## src/rtl/flag_scheduler_pkg.sv

```systemverilog
// Shared types and helpers for the flag scheduler: FSM state encoding and index-width sizing.
package flag_scheduler_pkg;

  typedef enum logic [1:0] {
    IDLE  = 2'd0,
    OFFER = 2'd1,
    GAP   = 2'd2
  } state_t;

  // Width needed to index n items, never narrower than one bit.
  function automatic int idx_width(input int n);
    return (n <= 1) ? 1 : $clog2(n);
  endfunction

endpackage

```

## src/rtl/flag_scheduler_pick.sv

```systemverilog
// Round-robin search: first pending index at or above ptr, wrapping to 0.
module flag_scheduler_pick #(
  parameter int NUM_FLAGS = 5,
  parameter int IDX_W     = 3
) (
  input  logic [NUM_FLAGS-1:0] pending,
  input  logic [IDX_W-1:0]     ptr,
  output logic [IDX_W-1:0]     idx,
  output logic                 any
);

  logic                 found;
  logic [NUM_FLAGS-1:0] shifted;
  int                   cand;

  always_comb begin
    idx     = '0;
    found   = 1'b0;
    shifted = '0;
    cand    = 0;
    for (int k = 0; k < NUM_FLAGS; k++) begin
      cand = int'(ptr) + k;
      if (cand >= NUM_FLAGS) cand = cand - NUM_FLAGS;
      shifted = pending >> cand;
      if (!found && shifted[0]) begin
        found = 1'b1;
        idx   = IDX_W'(cand);
      end
    end
  end

  assign any = |pending;

endmodule

```

## src/rtl/flag_scheduler.sv

```systemverilog
// Sticky flag collector with round-robin offer/handshake FSM.
// Optional offer timeout is built when FLAG_SCHEDULER_TIMEOUT_EN is defined.
module flag_scheduler
  import flag_scheduler_pkg::*;
#(
  parameter int NUM_FLAGS      = 5,
  parameter int INCLUDE_FLAGS  = 1,
  parameter int TIMEOUT_CYCLES = 16,
  localparam int IDX_W         = idx_width(NUM_FLAGS)
) (
  input  logic                 i_clk,
  input  logic                 i_rst,
  input  logic                 i_cg,
  input  logic [NUM_FLAGS-1:0] i_set,
  input  logic                 i_clr,
  output logic [NUM_FLAGS-1:0] o_pending,
  output logic                 o_valid,
  input  logic                 i_ready,
  output logic [IDX_W-1:0]     o_idx,
  output logic                 o_timeout
);

  if (NUM_FLAGS < 1) begin : g_bad_num_flags
    $error("flag_scheduler: NUM_FLAGS must be >= 1");
  end
  if (TIMEOUT_CYCLES < 1) begin : g_bad_timeout
    $error("flag_scheduler: TIMEOUT_CYCLES must be >= 1");
  end

  if (INCLUDE_FLAGS != 0) begin : g_full
    state_t               state, state_nx;
    logic [NUM_FLAGS-1:0] pending, ack;
    logic [IDX_W-1:0]     ptr, idx, pick_idx, idx_inc;
    logic                 pick_any, valid, hshk, expire, tout;

    flag_scheduler_pick #(.NUM_FLAGS(NUM_FLAGS), .IDX_W(IDX_W)) u_pick (
      .pending (pending),
      .ptr     (ptr),
      .idx     (pick_idx),
      .any     (pick_any)
    );

    assign hshk    = valid & i_ready;
    assign ack     = hshk ? (NUM_FLAGS'(1) << idx) : '0;
    assign idx_inc = (int'(idx) == NUM_FLAGS - 1) ? '0 : idx + IDX_W'(1);

`ifdef FLAG_SCHEDULER_TIMEOUT_EN
    localparam int CNT_W = idx_width(TIMEOUT_CYCLES + 1);
    logic [CNT_W-1:0] tcnt;

    // Counter sits at zero outside OFFER, so it is cleared on every entry.
    assign expire = (state == OFFER) && !hshk && !i_clr &&
                    (int'(tcnt) + 1 >= TIMEOUT_CYCLES);

    always_ff @(posedge i_clk or posedge i_rst) begin
      if (i_rst)     tcnt <= '0;
      else if (i_cg) tcnt <= (state == OFFER) ? tcnt + CNT_W'(1) : '0;
    end
`else
    assign expire = 1'b0;
`endif

    always_ff @(posedge i_clk or posedge i_rst) begin
      if (i_rst)     state <= IDLE;
      else if (i_cg) state <= state_nx;
    end

    always_comb begin
      state_nx = state;
      case (state)
        IDLE:    if (pick_any && !i_clr) state_nx = OFFER;
        OFFER:   if (i_clr) state_nx = IDLE;
                 else if (hshk || expire) state_nx = GAP;
        GAP:     state_nx = IDLE;
        default: state_nx = IDLE;
      endcase
    end

    always_comb begin
      valid = (state == OFFER);
    end

    always_ff @(posedge i_clk or posedge i_rst) begin
      if (i_rst) begin
        pending <= '0;
        ptr     <= '0;
        idx     <= '0;
        tout    <= 1'b0;
      end else if (i_cg) begin
        pending <= i_set | (pending & ~ack & {NUM_FLAGS{~i_clr}});
        tout    <= expire;
        if (state == IDLE && state_nx == OFFER) idx <= pick_idx;
        // A clear withdraws the offer without moving the round-robin pointer.
        if (state == OFFER && !i_clr && (hshk || expire)) ptr <= idx_inc;
      end
    end

    assign o_pending = pending;
    assign o_valid   = valid;
    assign o_idx     = idx;
    assign o_timeout = tout;
  end else begin : g_off
    logic unused_in;
    assign unused_in = ^{i_clk, i_rst, i_cg, i_set, i_clr, i_ready};
    assign o_pending = '0;
    assign o_valid   = 1'b0;
    assign o_idx     = '0;
    assign o_timeout = 1'b0;
  end

endmodule

```

## config.mk

```make
export PLATFORM = sky130hd
export DESIGN_NAME = flag_scheduler
export DESIGN_NICKNAME = d
export VERILOG_FILES = /design/src/rtl/flag_scheduler_pkg.sv /design/src/rtl/flag_scheduler_pick.sv /design/src/rtl/flag_scheduler.sv
export SDC_FILE = /design/constraint.sdc
export NUM_CORES = 1
export LEC_CHECK = 0
export ABC_AREA = 1
export ABC_CLOCK_PERIOD_IN_PS = 5500
export BUFFER_PORTS_ARGS = -buffer_cell sky130_fd_sc_hd__buf_2
export CAP_MARGIN = 20
export CORE_ASPECT_RATIO = 0.6
export CORE_MARGIN = 5
export CORE_UTILIZATION = 38
export CTS_CLUSTER_DIAMETER = 200
export DETAILED_ROUTE_END_ITERATION = 16
export PLACE_DENSITY = 0.54
export SLEW_MARGIN = 20
export SYNTH_ARGS = -nofsm -noshare
export SYNTH_HDL_FRONTEND = slang
export SYNTH_SLANG_ARGS = --single-unit
```

## constraint.sdc

```tcl
create_clock -name i_clk -period 5.5 [get_ports i_clk]
set_clock_uncertainty 0.1 [all_clocks]
set_input_delay 0.825 -clock i_clk [delete_from_list [all_inputs] [get_ports i_clk]]
set_output_delay 0.825 -clock i_clk [all_outputs]
set_load 0.02 [all_outputs]
```

After elaboration in Yosys (flattened, before gate mapping)
Index checks and enable logic that the tools add are counted.

word-level totals
  register bits = 13
  bits in latches = 0
  memory bits (writable) = 0
  memory bits (read-only) = 0
  bits of input ports = 10
  output and inout port bits = 10
  word-level logic and storage cells = 71
  memories kept = 0

operators by class
  add/sub/neg operators = 10
  $mul = 0
  div/mod/pow operators = 0
  $lt $le $gt $ge = 5
  eq/ne operators = 3
  shifts and indexed selects = 6
  multiplexer cells = 20
  bitwise operators = 6
  reductions and logical operators = 17

operators with widths
  cell                                                                                  count
  32-bit 2-to-1 mux                                                                     5
  5-bit by 32-bit >> shifter with 1-bit output                                          5
  32-bit by 4-bit greater-or-equal comparator with 1-bit output, second input constant  4
  32-bit by 4-bit subtractor with 32-bit output, second input constant                  4
  3-bit 2-to-1 mux                                                                      6
  5-bit AND                                                                             2
  3-bit by 2-bit adder with 4-bit output, second input constant                         2
  1-bit logical AND                                                                     8
  2-bit 2-to-1 mux                                                                      3
  1-bit logical NOT                                                                     5
  5-bit 2-to-1 mux                                                                      1
  5-bit NOT                                                                             1
  5-bit bitwise OR                                                                      1
  5-bit OR reduction                                                                    1
  1-bit by 3-bit << shifter with 5-bit output, first input constant                     1
  3-bit by 1-bit adder with 4-bit output, second input constant                         1
  3-bit by 3-bit adder with 4-bit output, second input constant                         1
  2-bit by 1-bit == test with 1-bit output, second input constant                       2
  1-bit 2-to-1 mux                                                                      4
  2-bit case mux with 2 select lines                                                    1
  2-bit AND reduction                                                                   2
  3-bit by 3-bit subtractor with 4-bit output, second input constant                    1
  3-bit by 1-bit adder with 3-bit output, second input constant                         1
  3-bit == test, second input constant                                                  1
  other kinds (4)                                                                       4

Logic depth before layout (Yosys ltp)
Gate-level depths: netlist (run 1).

  word-level depth = 16
  depth in mapped cells = 22
  mapped depth without buffers = 21

Modules after synthesis
From an unflattened synthesis (run 1), not the netlist that was laid out.

unflattened totals
  cell total of the unflattened synthesis = 306
  area, all modules = 1881.8 sq um

by module, submodules not included
  module               instances  cells each  area each (sq um)  sequential area each (sq um)
  flag_scheduler_pick  1          219         1163.6             0.0
  flag_scheduler       1          87          718.2              325.3

Worst setup path before layout (run 1)
OpenSTA, ideal clock, no wires.

  path type = reg-to-reg
  start = reg g_full.ptr[1]
  end = reg g_full.idx[0], in the netlist o_idx[0]
  library setup time = 117 ps
  arrival time = 2507 ps
  setup slack = 2776 ps
  cell stages (with the launch flop) = 20
  buffers on the path = 0
  clock period less this slack = 2724 ps
  cells stage by stage = dfrtp_1 -> inv_1 -> ha_1 -> ha_1 -> inv_2 -> nor2_4 -> nor2_4 -> nand3_1 -> nand2_2 -> nand2_1 -> nand3_1 -> nand2_1 -> nand2_1 -> nand2_1 -> nand2_1 -> nand2_2 -> nor2_4 -> a21oi_1 -> nand2_1 -> nand2_1

on the way
  longest elaborated chain between the ends = 16
  elaborated cells on any way between the ends = 41

RTL lines
  what                                                                                                    line                       text
  start, declared                                                                                         flag_scheduler.sv:33       logic [IDX_W-1:0] ptr, idx, pick_idx, idx_inc;
  start signal, assigned                                                                                  flag_scheduler.sv:94       if (state == OFFER && !i_clr && (hshk || expire)) ptr <= idx_inc;
  parallel branches: the longest is 15 deep, another holds 32-bit by 4-bit subtractor with 32-bit output  --
  3-bit 2-to-1 mux (*)                                                                                    flag_scheduler_pick.sv:25  if (!found && shifted[0]) begin
  end signal, assigned                                                                                    flag_scheduler.sv:92       if (state == IDLE && state_nx == OFFER) idx <= pick_idx;
  end, declared                                                                                           flag_scheduler.sv:33

Every way passes the cells marked *.
A chain may end at the register's enable or synchronous reset.

Worst setup path in the final report (run 1)
  start = reg g_full.ptr[0]
  end = reg g_full.idx[1], in the netlist o_idx[1]

Same word-level chain as after synthesis.

==> results.cfg, run 1 <==
[outcome]
status = completed

[floorplan]
num_rows = 20
top_level_ports = 20
core-area_sq_mm = 0.00513
die_x_microns = 105
initial_core_util = 0.399
die-area_sq_mm = 0.00701
dieHeight_microns = 66.9

[clock_tree]
ctsResizeCount = 0
cts.sinks = 13
cts_tree = done
holdBufCountCts = 0
path_clk_slew_ps = 60
clk_latency_ps = 250
cts-root-buf = clkbuf_8
cts_made_buffers = 3
h-tree-depth = 1
cts_setup_buffers = 0
clockBufferDepth = 2

[timing]
tightest_slew_ps = 827
slew_headroom = 0.449
timing.setup.tns_ps = 0
slew_violations = 0
worst_slack_ps = 2110
fin_crit_sh = 0.616
max_freq_mhz = 295
hold_violations = 0
setup_violations = 0
fin_crit_ps = 3390
rsz0062_at_grt = false

[setup_path]
crit_required_ps = 5590
timing.reg2reg.setup_slack_ps = 2110
worst_setup_path_end_kind = flop
cp.arrival_ps = 3480
r2r_cells = 20
crit_fanout = 16
critPathLaunchType = flop
critPathLaunch = g_full.ptr[0]
worstSetupPathType = reg -> reg
r2r-end = o_idx[1]
rr_startpoint = g_full.ptr[0]

[drt]
wire_per_inst_microns = 15.4
drc = 0
vias = 1928
drt_pre_antenna_iters = 4
dr.first_iter.drc_count = 147
routed_wl_microns = 5730
avgViaCountPerCell = 5.17
drtAntennaViolNets = 0

[global_route]
antenna_found_initial = 0
grt_pass1_vias = 1743
grt_max_degree = 17
grt_pass1_wl_microns = 9450
gr-total-overflow = 0
grt_use_total = 0.171

[worst_hold_path]
hold_class = reg -> reg
min_path_cells = 2
hold_end = g_full.state[1]
min_from = g_full.state[1]

[layout]
nNetsFinal = 344
final_area_sq_mm = 0.00224
final_cell_mix = nand2_1 (69), inv_1 (31), ha_1 (25)
diodes = 0
utilization = 0.437
layout-drive-gt1-share = 0.244
synthToLayoutAreaGrowth_pct = 9.35
layout_commonest_cell = nand2_1

[yosys]
synth_top_family_by_area = simple AND/OR/NAND/NOR gates
synth_edf_count = 0
yosys_warnings = 0
synth_area_leaders = dfrtp_1 (16%), ha_1 (15%), nand2_1 (13%)
synthXorXnorAreaFrac = 0.0202
ys.flop_type = dfrtp_1
synth.area.mux_share = 0
synth.distinct_cells = 42
synth_compound_area_frac = 0.148
seq_area_frac_synth = 0.159
ys_async_sr_fraction = 1.00
yosys.area.top_type = dfrtp_1
syn-instance-count = 289
synth_nets = 325
synth_top_area_share = 0.159
avgSynthCellArea_sq_um = 7.09
yosys_register_bits = 13
synthSimpleGateAreaFrac = 0.421
syn_area_sq_mm = 0.00205
synth_fa_ha_area_frac = 0.162

[placement]
placed_area_sq_mm = 0.00219
port-buffer-count = 18
place_hpwl_microns = 4640
gp_congestion = 0.870
dpl_worst_slack_ps = 2130

[run]
drv_cap = 0
[kinds of logic after synthesis]
group	after synthesis
xor+xnor	3
buf+inv	43
fa+ha+maj	26
other cells	1
simple gates	156
compound gates	47
flops	13
[layer usage]
layer,GRT usage,routed length (microns),vias up
li1,-,-,999
met1,0.288,3350,871
met2,0.229,2090,56
met3,0.0223,278,2
met4,0.0144,8,0
met5,0,0,-
[synth_stat cells, types with 2 or more instances]
cell type	instances
nand2_1	69
inv_1	31
ha_1	25
nand3_1	24
o21ai_0	18
dfrtp_1	13
nand4_1	13
nand2_2	12
nor2_1	12
a21oi_1	9
inv_2	7
nand2_4	7
a21oi_2	4
nor2_4	4
nand3_4	3
nand3b_1	3
nor2_2	3
o21ai_1	3
o21ai_2	3
nand3_2	2
o211ai_2	2
xor2_2	2
[critical path: stages (launching register included)]
cell and delay, ps:
dfrtp_1 880, inv_6 170, ha_1 310, ha_1 420, inv_2 150, nor2_4 50, nor2_4 160, nand3_1 140
nand2_2 130, nand2_1 50, nand3_1 70, nand2_1 50, nand2_1 70, nand2_1 50, nand2_1 60, nand2_2 60
nor2_4 140, inv_2 60, nand3_1 90, nand2_1 50, nand2_1 50
[state kept, by name, summed over array words and instances (netlist names)]
register / cells
o_pending: 5
g_full.ptr: 3
o_idx: 3
g_full.state: 2
[worst max-delay path by stage]
stage,cells after the start,end,slack (ps)
floorplan,19,o_idx[0],2780
global placement,19,o_idx[0],2100
detailed placement,19,o_idx[2],2130
global route,20,o_idx[0],1830
CTS,20,o_idx[1],2120
finish,20,o_idx[1],2110
[metrics by stage]
stage          hold WS [ps]  cells
6_report                465    373
5_1_grt                 493    373
4_1_cts                 461    373
3_5_place_dp            444    369
3_3_place_gp            448    369
2_1_floorplan           424    289
[layout make-up]
| type | count | area [sq um] |
|---|---|---|
| Timing Repair Buffer | 18 | 90.1 |
| Multi-Input combinational cell | 233 | 1540 |
| Inverter | 39 | 151 |
| Tap cell | 66 | 82.6 |
| Clock inverter | 1 | 5.00 |
| Clock buffer | 3 | 41.3 |
| Fill cell | 542 | 2890 |
| Sequential cell | 13 | 325 |
Power of run 1 is not shown: default switching activity piles up to over one toggle a cycle in this logic, so the estimate is an artifact.
==> inputs of run 2 (changes only) <==
--- a/config.mk
+++ b/config.mk
@@ -5,8 +5,8 @@
 export SDC_FILE = /design/constraint.sdc
 export NUM_CORES = 1
 export LEC_CHECK = 0
-export ABC_AREA = 1
-export ABC_CLOCK_PERIOD_IN_PS = 5500
+export ABC_AREA = 0
+export ABC_CLOCK_PERIOD_IN_PS = 3400
 export BUFFER_PORTS_ARGS = -buffer_cell sky130_fd_sc_hd__buf_2
 export CAP_MARGIN = 20
 export CORE_ASPECT_RATIO = 0.6
==> constraint.sdc (replaced) <==
create_clock -name i_clk -period 3.4 [get_ports i_clk]
set_clock_uncertainty 0.1 [all_clocks]
set_input_delay 0.51 -clock i_clk [delete_from_list [all_inputs] [get_ports i_clk]]
set_output_delay 0.51 -clock i_clk [all_outputs]
set_load 0.02 [all_outputs]
==> run 2 against run 1 <==
Effect of this change: register-to-register slack got worse by 2000 ps; die area up 3.0%; utilization grew 3.0 points; synthesized cell count shrank 7.3%; critical path depth fell by 9; sequential share of layout area fell by 1.8 points; wire length grew 14%; largest cell class unchanged.
==> results.cfg, run 2 <==
[yosys]
seq_area_frac_synth = 0.154
netlist_top_cells_count = ha_1 (25), nand2_1 (25), a21oi_1 (20)
synth_edf_count = 0
syn-instance-count = 268
syn_area_sq_mm = 0.00212
synth_area_leaders = dfrtp_1 (15%), ha_1 (15%), a21oi_1 (4.7%)
synth_top_area_share = 0.154
avgSynthCellArea_sq_um = 7.90
ys.flop_type = dfrtp_1
yosys.area.top_type = dfrtp_1
yosys_warnings = 0
synth.distinct_cells = 65
yosys_register_bits = 13
ys_async_sr_fraction = 1.00
synth_nets = 304

[setup_path]
cp.arrival_ps = 3340
critPathLaunchType = flop
cp_slowest_cell = a2111o_1
r2r_cells = 11
path_cells = buf_4, ha_1, buf_4, nand2b_4, a31oi_1, nand3_1, a2111o_1, and2_4, nor4b_1, or4_1, a22o_1
r2r-end = o_idx[1]
worstSetupPathType = reg -> reg
crit_fanout = 6
crit_required_ps = 3440
worst_setup_path_end_kind = flop
rr_startpoint = g_full.ptr[0]
timing.reg2reg.setup_slack_ps = 100
cp_common_cell = buf_4
max_stage_delay_ps = 480

[global_route]
antenna_found_initial = 0
grt_max_degree = 20
grt_use_total = 0.186
grt_pass1_vias = 1866
gr-total-overflow = 0
grt_pass1_wl_microns = 10400

[layout]
utilization = 0.467
final_area_sq_mm = 0.00256
diodes = 0
synthToLayoutAreaGrowth_pct = 21.1
num-fill-cells = 555
layout-drive-gt1-share = 0.247
nNetsFinal = 341
final_cell_mix = nand2_1 (25), buf_4 (25), ha_1 (22)
largest_register_ffs = 5

[floorplan]
die-area_sq_mm = 0.00722
num_rows = 21
die_x_microns = 106
dieHeight_microns = 67.8
top_level_ports = 20
initial_core_util = 0.386
core-area_sq_mm = 0.00549

[placement]
gp_congestion = 0.873
place_hpwl_microns = 5260
port-buffer-count = 18
placed_area_sq_mm = 0.00249

[clock_tree]
holdBufCountCts = 0
cts.sinks = 13
clk_latency_ps = 250
cts_made_buffers = 3
h-tree-depth = 1
path_clk_slew_ps = 60
clockBufferDepth = 2
cts-root-buf = clkbuf_8
cts_tree = done

[drt]
wire_per_inst_microns = 17.5
routed_wl_microns = 6520
drt_pre_antenna_iters = 4
dr.first_iter.drc_count = 150
vias = 2164
drtAntennaViolNets = 0
drc = 0
avgViaCountPerCell = 5.80

[timing]
tightest_slew_ps = 699
timing.setup.tns_ps = 0
slew_headroom = 0.530
setup_violations = 0
fin_crit_sh = 0.970
hold_violations = 0
rsz0062_at_grt = true
fin_hold_ws_ps = 193
slew_violations = 0
fin_crit_ps = 3300
max_freq_mhz = 303

[worst_hold_path]
hold_class = in -> async

[outcome]
status = completed

[run]
drv_cap = 0
-- run 2: cell types whose count changed after synthesis, sizes merged, moves of 8 or more --
cell    before  now
nand3       29    7
nand2b       0   10
nand2       88   25
inv         39   17
buf          3   11
nand4       14    4
-- run 2: worst max-delay path by stage --
stage | to | slack (ps) | cells after the start | startpoint
2_1_floorplan | o_idx[1] | -120 | 15 | g_full.ptr[0]
3_3_place_gp | o_idx[1] | 100 | 12 | g_full.ptr[1]
3_5_place_dp | o_idx[1] | 60 | 12 | g_full.ptr[1]
4_1_cts | o_idx[1] | 50 | 12 | g_full.ptr[1]
5_1_grt | o_idx[1] | -40 | 13 | g_full.ptr[1]
6_report | o_idx[1] | 100 | 11 | g_full.ptr[0]
-- run 2: timing repair --
action	4_1_cts	5_1_grt
resized for setup	0	4
buffers inserted	0	2
setup endpoints to repair	0	3
-- run 2: metrics by stage --
step | instances | setup WS [ps]
floorplan | 268 | -122
global placement | 367 | 97.2
detailed placement | 367 | 56.8
CTS | 371 | 50.6
global route | 373 | -35.1
finish | 373 | 101
-- run 2: cells by family after synthesis --
family,after synthesis,share of synthesized area
AOI/OAI and AO/OA,93,0.302
and+or+nand+nor,89,0.240
buffers and inverters,32,0.0762
adders and majority gates,26,0.157
DFF,13,0.154
muxes,10,0.0520
xor gates and xnor gates,4,0.0165
other,1,0.00177
-- run 2: cell type report --
class                   instances  area [sq um]  share of cell area
multi-input cells             223          1680               0.655
repair buffers                 47           358               0.140
flip-flops and latches         13           327               0.127
well taps                      69          86.3              0.0337
inverters                      17          70.1              0.0273
clock buffers                   4          45.0              0.0176
-- run 2: metal layers --
layer	global-route usage	share of wire
met5	0	0
met3	0.0349	0.072
met1	0.315	0.56
met4	0.0323	0.0066
met2	0.231	0.36
-- run 2: critical path: cells and delay by family (launching register included) --
| family | cells | cell delay [ps] |
|---|---|---|
| simple gates | 5 | 1080 |
| compound gates | 3 | 990 |
| flops | 1 | 440 |
| buf+inv | 2 | 360 |
| fa+ha+maj | 1 | 210 |
Power of run 2 is left out for the same reason.
==> inputs of run 3 (changes only) <==
--- a/config.mk
+++ b/config.mk
@@ -14,6 +14,7 @@
 export CORE_UTILIZATION = 38
 export CTS_CLUSTER_DIAMETER = 200
 export DETAILED_ROUTE_END_ITERATION = 16
+export GPL_TIMING_DRIVEN = 0
 export PLACE_DENSITY = 0.54
 export SLEW_MARGIN = 20
 export SYNTH_ARGS = -nofsm -noshare
==> run 3 against run 2 <==
Effect of this change: the run now ends with negative setup slack left; final area grew 5.8%; clock-buffer cell count unchanged; via count is 5.8% higher; worst hold slack got worse by 7.7 ps; critical path type unchanged.
==> results.cfg, run 3 (synthesis gave the netlist of run 2 again) <==
[outcome]
status = finished with violations
violations = negative setup slack

[timing]
setup_violations = 1
slew_headroom = 0.537
hold_violations = 0
fin_crit_sh = 1.02
fin_crit_ps = 3480
rsz0062_at_grt = true
max_freq_mhz = 288
tightest_slew_ps = 689
slew_violations = 0
worst_slack_ps = -77.7

[setup_path]
critPathLaunchType = flop
timing.reg2reg.setup_slack_ps = -80
r2r-end = o_idx[1]
rr_startpoint = g_full.ptr[1]
worstSetupPathType = reg -> reg
crit_required_ps = 3430
cp.arrival_ps = 3510
worst_setup_path_end_kind = flop
crit_fanout = 6
r2r_cells = 13

[clock_tree]
cts_tree = done
clk_latency_ps = 250
holdBufCountCts = 0
cts-root-buf = clkbuf_8
cts.sinks = 13
h-tree-depth = 1
path_clk_slew_ps = 60
clockBufferDepth = 2
cts_made_buffers = 3

[layout]
fin_cells = 385
layout-drive-gt1-share = 0.313
largest_register_ffs = 5
nNetsFinal = 353
final_cell_mix = buf_4 (29), nand2_1 (24), buf_2 (21)
layout_commonest_cell = buf_4
synthToLayoutAreaGrowth_pct = 28.1
diodes = 0

[floorplan]
num_rows = 21
top_level_ports = 20
dieHeight_microns = 67.8
initial_core_util = 0.386
die_x_microns = 106
die-area_sq_mm = 0.00722
core-area_sq_mm = 0.00549

[global_route]
grt_use_total = 0.200
grt_pass1_wl_microns = 11100
grt_max_degree = 14
gr-total-overflow = 0
antenna_found_initial = 0
grt_pass1_vias = 1969

[drt]
avgViaCountPerCell = 5.95
routed_wl_microns = 7120
drtAntennaViolNets = 0
drc = 0
drt_pre_antenna_iters = 5
vias = 2290
wire_per_inst_microns = 18.5
dr.first_iter.drc_count = 209

[placement]
dp.cells = 354
place_hpwl_microns = 5080
port-buffer-count = 17
gp_congestion = 0.896

[run]
drv_cap = 0

[worst_hold_path]
hold_class = in -> async
run 3: cell types whose count changed in the layout (fill, tap and decap cells not counted), sizes merged:
cell / change
clkinvlp: +2
clkbuf: +2
inv: -2
buf: +10
run 3: per-stage QoR:
stage | worst slack (ps) | hold slack (ps) | utilization | instance area (sq um) | setup TNS [ps]
floorplan | -122 | 287 | - | 2180 | -122
global placement | -800 | 413 | 0.428 | 2350 | -1770
detailed placement | -707 | 408 | 0.428 | 2350 | -1610
CTS | -195 | 205 | 0.480 | 2640 | -365
global route | -152 | 239 | 0.494 | 2710 | -271
finish | -77.7 | 185 | 0.494 | 2710 | -77.7
run 3: metal layers:
layer  track usage  wire length (microns)  vias to the layer above
met4        0.0226                     56                        0
met3        0.0405                    750                        7
met2         0.256                   2730                      126
li1              -                      -                     1090
met5             0                      0                        -
met1         0.336                   3580                     1067
run 3: worst max-delay path by stage:
stage,slack (ps),cells past startpoint,to,from
after CTS,-200,15,o_idx[1],g_full.ptr[0]
after global placement,-800,13,o_idx[1],g_full.ptr[1]
after global routing,-150,13,o_idx[1],g_full.ptr[1]
after detailed placement,-710,13,o_idx[1],g_full.ptr[1]
final,-80,13,o_idx[1],g_full.ptr[1]
after floorplan,-120,15,o_idx[1],g_full.ptr[0]
run 3: timing repair:
action | in CTS | in global routing
hold endpoints to repair | 0 | 0
gates resized for setup | 21 | 14
setup buffers | 20 | 10
pin swaps | 10 | 13
endpoints found under the setup margin | 3 | 3
run 3: worst max-delay path, stage by stage (launching register included):
cell and delay [ps]:
dfrtp_2 380, buf_8 100, clkinvlp_4 170, buf_6 180, fa_2 370, a21bo_1 190
buf_6 120, mux2_4 300, a221o_1 310, a21o_4 240, nand4_4 90, nor3b_2 60
or4_4 540, a22o_1 210
run 3: layout make-up:
cell class | count | area [sq um]
fill | 509 | 2780
timing repair buffer | 46 | 307
clock buffer | 4 | 45.0
inverter | 17 | 82.6
tap | 69 | 86.3
buffer | 13 | 106
sequential | 13 | 328
multi-input combinational | 223 | 1760
Power of run 3 is left out for the same reason.
